File: src/rtl/tone_meter.sv
// Square-wave frequency meter: synchronises audio_in, counts clk cycles between
// rising edges, and reports period, high time, lock status and silence timeout.
module tone_meter #(
    parameter int CNT_W      = 20,
    parameter int MIN_PERIOD = 64,
    parameter int TOL        = 4
) (
    input  logic             clk,
    input  logic             rst,
    input  logic             audio_in,
    output logic [CNT_W-1:0] period,
    output logic [CNT_W-1:0] high_time,
    output logic             period_valid,
    output logic             locked,
    output logic             timeout
);

    typedef enum logic {IDLE, MEASURE} state_t;

    localparam logic [CNT_W-1:0] CNT_MAX = '1;
    localparam logic [CNT_W-1:0] MIN_P   = CNT_W'(MIN_PERIOD);
    localparam logic [CNT_W-1:0] TOL_C   = CNT_W'(TOL);

    state_t           state;
    logic             s1, s2, prev;
    logic [CNT_W-1:0] cnt, hcap, diff;
    logic             rise, fall;

    assign rise = s2 & ~prev;
    assign fall = ~s2 & prev;
    assign diff = (cnt >= period) ? (cnt - period) : (period - cnt);

    // Timeout is checked first so a rise landing on a saturated count clears outputs
    // but still restarts the measurement.
    always_ff @(posedge clk) begin
        if (rst) begin
            state        <= IDLE;
            s1           <= 1'b0;
            s2           <= 1'b0;
            prev         <= 1'b0;
            cnt          <= '0;
            hcap         <= '0;
            period       <= '0;
            high_time    <= '0;
            period_valid <= 1'b0;
            locked       <= 1'b0;
            timeout      <= 1'b0;
        end else begin
            s1           <= audio_in;
            s2           <= s1;
            prev         <= s2;
            period_valid <= 1'b0;
            timeout      <= 1'b0;
            case (state)
                IDLE: begin
                    cnt <= '0;
                    if (rise) begin
                        state <= MEASURE;
                        cnt   <= CNT_W'(1);
                        hcap  <= '0;
                    end
                end
                MEASURE: begin
                    if (cnt == CNT_MAX) begin
                        timeout   <= 1'b1;
                        period    <= '0;
                        high_time <= '0;
                        locked    <= 1'b0;
                        if (rise) begin
                            cnt  <= CNT_W'(1);
                            hcap <= '0;
                        end else begin
                            state <= IDLE;
                            cnt   <= '0;
                        end
                    end else begin
                        cnt <= cnt + CNT_W'(1);
                        if (fall) begin
                            hcap <= cnt;
                        end
                        if (rise && (cnt >= MIN_P)) begin
                            period       <= cnt;
                            high_time    <= hcap;
                            period_valid <= 1'b1;
                            locked       <= (diff <= TOL_C);
                            cnt          <= CNT_W'(1);
                        end
                    end
                end
                default: begin
                    state <= IDLE;
                    cnt   <= '0;
                end
            endcase
        end
    end

endmodule
File: config.mk
export PLATFORM = sky130hd
export DESIGN_NAME = tone_meter
export DESIGN_NICKNAME = d
export VERILOG_FILES = /design/src/rtl/tone_meter.sv
export SDC_FILE = /design/constraint.sdc
export NUM_CORES = 1
export LEC_CHECK = 0
export ABC_CLOCK_PERIOD_IN_PS = 3400
export CORE_AREA = 2 2 112 114
export CTS_CLUSTER_SIZE = 24
export DETAILED_ROUTE_END_ITERATION = 7
export DIE_AREA = 0 0 114 116
export PLACE_DENSITY = 0.69
export SLEW_MARGIN = 20
export SYNTH_ARGS = -nofsm -noshare
export SYNTH_HDL_FRONTEND = slang
export SYNTH_SLANG_ARGS = --single-unit
File: constraint.sdc
create_clock -name clk -period 3.4 [get_ports clk]
set_input_delay 0.68 -clock clk [delete_from_list [all_inputs] [get_ports clk]]
set_output_delay 0.68 -clock clk [all_outputs]
set_load 0.05 [all_outputs]
==> results.cfg <==
[place]
place_ws_ps = 126
hpwlAfterDp_um = 11000
io_buffer_count = 45
globalplace.congestion = 0.875
dp_cells = 818
placed_cell_area_um2 = 5940

[sta]
hold_viol_final = 0
worstMarginPinSlew_ps = 1070
setup_violations = 0
setup_tns_ps = 0
skew_ps = 9.12
rsz0062_at_grt = no
fmax_mhz = 312
fin_crit_sh_pct = 94.2
fin_ws_ps = 196
hold_ws_ps = 444
relSlewSlack_pct = 28.8
maxSlewViolCount = 0
min_period_ps = 3200

[logic_synthesis]
avgSynthCellArea_um2 = 8.29
ys_async_sr_fraction_pct = 0
ys_top_cells_by_count = nor2_1 (91), dfxtp_1 (87), a22oi_1 (48), inv_1 (48), ha_1 (41)
yosysTopAreaCell = dfxtp_1
synth-seq-cells = 87
synth_warnings = 0
yosysTopAreaCellShare_pct = 32.6
synth_most_common_cell = nor2_1
synth_area_um2 = 5340
synth.distinct_cells = 69
synth.area.top_cells = dfxtp_1 (33%), ha_1 (9.6%), a22oi_1 (6.7%), nor2_1 (6.4%), xnor2_1 (4.6%)
synth_ff_type = dfxtp_1
ys_seq_area_share_pct = 32.6
synth_edf_count = 0
syn_inst = 644
synth_nets = 688

[finish]
nNetsFinal = 726
area_growth_pct = 17.6
drive_gt1_share_pct = 9.32
fillers = 1128
fin_cells = 834
multi_input_area_um2 = 3270
stdcell_area_um2 = 6280
postLayoutCoreUtil_pct = 52.7
insertedDiodeCount = 0
regArea_um2 = 1740

[grt]
grt_max_degree = 58
grtUsageTotal_pct = 22.9
antenna_found_initial = 0
grt_pass1_vias = 4749
overflow = 0
grt_pass1_wl_um = 23900

[hold_path]
hold_class = reg -> reg

[setup_path]
worstPathCellList = inv_1 -> ha_2 -> a21o_1 -> o32a_1 -> o41ai_4 -> o31ai_1 -> a21oi_1 -> xnor2_1 -> nor4_4 -> o221a_2 -> nand4b_1 -> o31ai_2
critical_path.max_fanout = 12
required_ps = 3670
end_kind = flop
cp_slowest_stage_delay_ps = 450
cp.arrival_ps = 3480
crit_slowest_cell = ha_2
cp-start-kind = flop
crit_type = reg -> reg

[die]
core_area_um2 = 11900
initial_core_util_pct = 44.8
rows = 40
dieWidth_um = 114
chipHeight_um = 116
ios = 46
die_area_um2 = 13200

[clock_tree]
clock-sinks = 87
postCtsHoldBufs = 0
cts.clk_slew.worst_paths_ps = 70
cts_max_level = 3
cts_tree = yes
numCtsBuffers = 9
cts_max_path_buffers = 2
post_cts_resized = 0
cts_setup_buffers = 0
cts-root-buf = clkbuf_16
clk_latency_ps = 350

[detailed_routing]
vias_per_cell = 5.92
wl_met2_um = 6810
drc = 0
met3_length_um = 826
wirelength_um = 14800
drt_iter0_drc = 486
drt-met1-wl_um = 6760
via_count = 4935
ant_nets = 0
dr.pass1.iters = 5
post_drt_wl_per_cell_um = 17.7
routed.top_layer = met4

[power_and_ir_drop]
ir_drop_uv = 303
power_mw = 2.09
p_leak_nw = 2.38
power.density_nw_per_um2 = 332

[job]
drv_cap = 0

[run_status]
status = completed
[path summary, 6_finish.rpt]
check,startpoint,to,slack (ps),cells after the start
worst min-delay path,s1,s2,440,1
worst max register to register,period[6],locked,200,12
worst max-delay path,period[6],locked,200,12
worst min register to register,s1,s2,440,1
[layout make-up]
| cell class | instances | area share, % |
|---|---|---|
| timing repair buffer | 66 | 9.61 |
| multi-input combinational | 470 | 52.1 |
| sequential | 87 | 27.7 |
| tap | 147 | 2.93 |
| clock buffer | 10 | 3.65 |
| clock inverter | 6 | 1.10 |
| inverter | 48 | 2.87 |
[state kept, by name, summed over array words and instances (netlist names)]
signal,cells
hcap,20
period,20
cnt,20
period_valid,1
s1,1
prev,1
s2,1
state,1
locked,1
timeout,1
high_time,20
[power by group]
group	internal, mW	switching [mW]	leakage (nW)
registers	1.02	0.00356	0.701
clock network	0.573	0.419	0.143
logic	0.0245	0.0456	1.53
total	1.62	0.468	2.38
[logic make-up after synthesis]
family | synth area share, %
buffers and inverters | 6.89
XOR/XNOR | 5.25
flip-flops | 32.6
AND/OR/NAND/NOR | 17.5
multiplexers | 1.24
adder cells (fa/ha/maj) | 9.61
AO/OA/AOI/OAI | 26.9
[critical path, delay by kind of cell, from the launching register on]
family / cells / cell delay (ps)
DFF: 1 / 390
buffers and inverters: 1 / 60
xor gates and xnor gates: 1 / 190
adders and majority gates: 1 / 450
and+or+nand+nor: 2 / 420
AOI/OAI and AO/OA: 7 / 1610
[cells in the final DEF (no fill, tap or decap), types with 4 or more instances in the layout]
master,count
o21a_1,13
dfxtp_1,87
and3_1,4
nor3_1,15
ha_2,4
nor2_1,90
a22o_1,11
buf_4,21
nand2_1,28
mux2i_1,4
o21ai_0,14
xor2_1,4
and2_1,5
o211ai_1,6
a22oi_1,48
a21oi_1,35
nor2b_1,8
clkbuf_16,9
clkdlybuf4s50_1,44
nor4_1,7
inv_1,48
a21o_1,12
nand4_1,13
nand3_1,10
nand2b_1,8
ha_1,37
xnor2_1,28
[routing by layer]
layer	track usage [%]	vias up
met5	0	-
met4	9.76	0
met3	4.55	27
met2	35.9	141
met1	30.7	2384
li1	-	2383
Note: power is estimated with default switching activity, not from simulation.
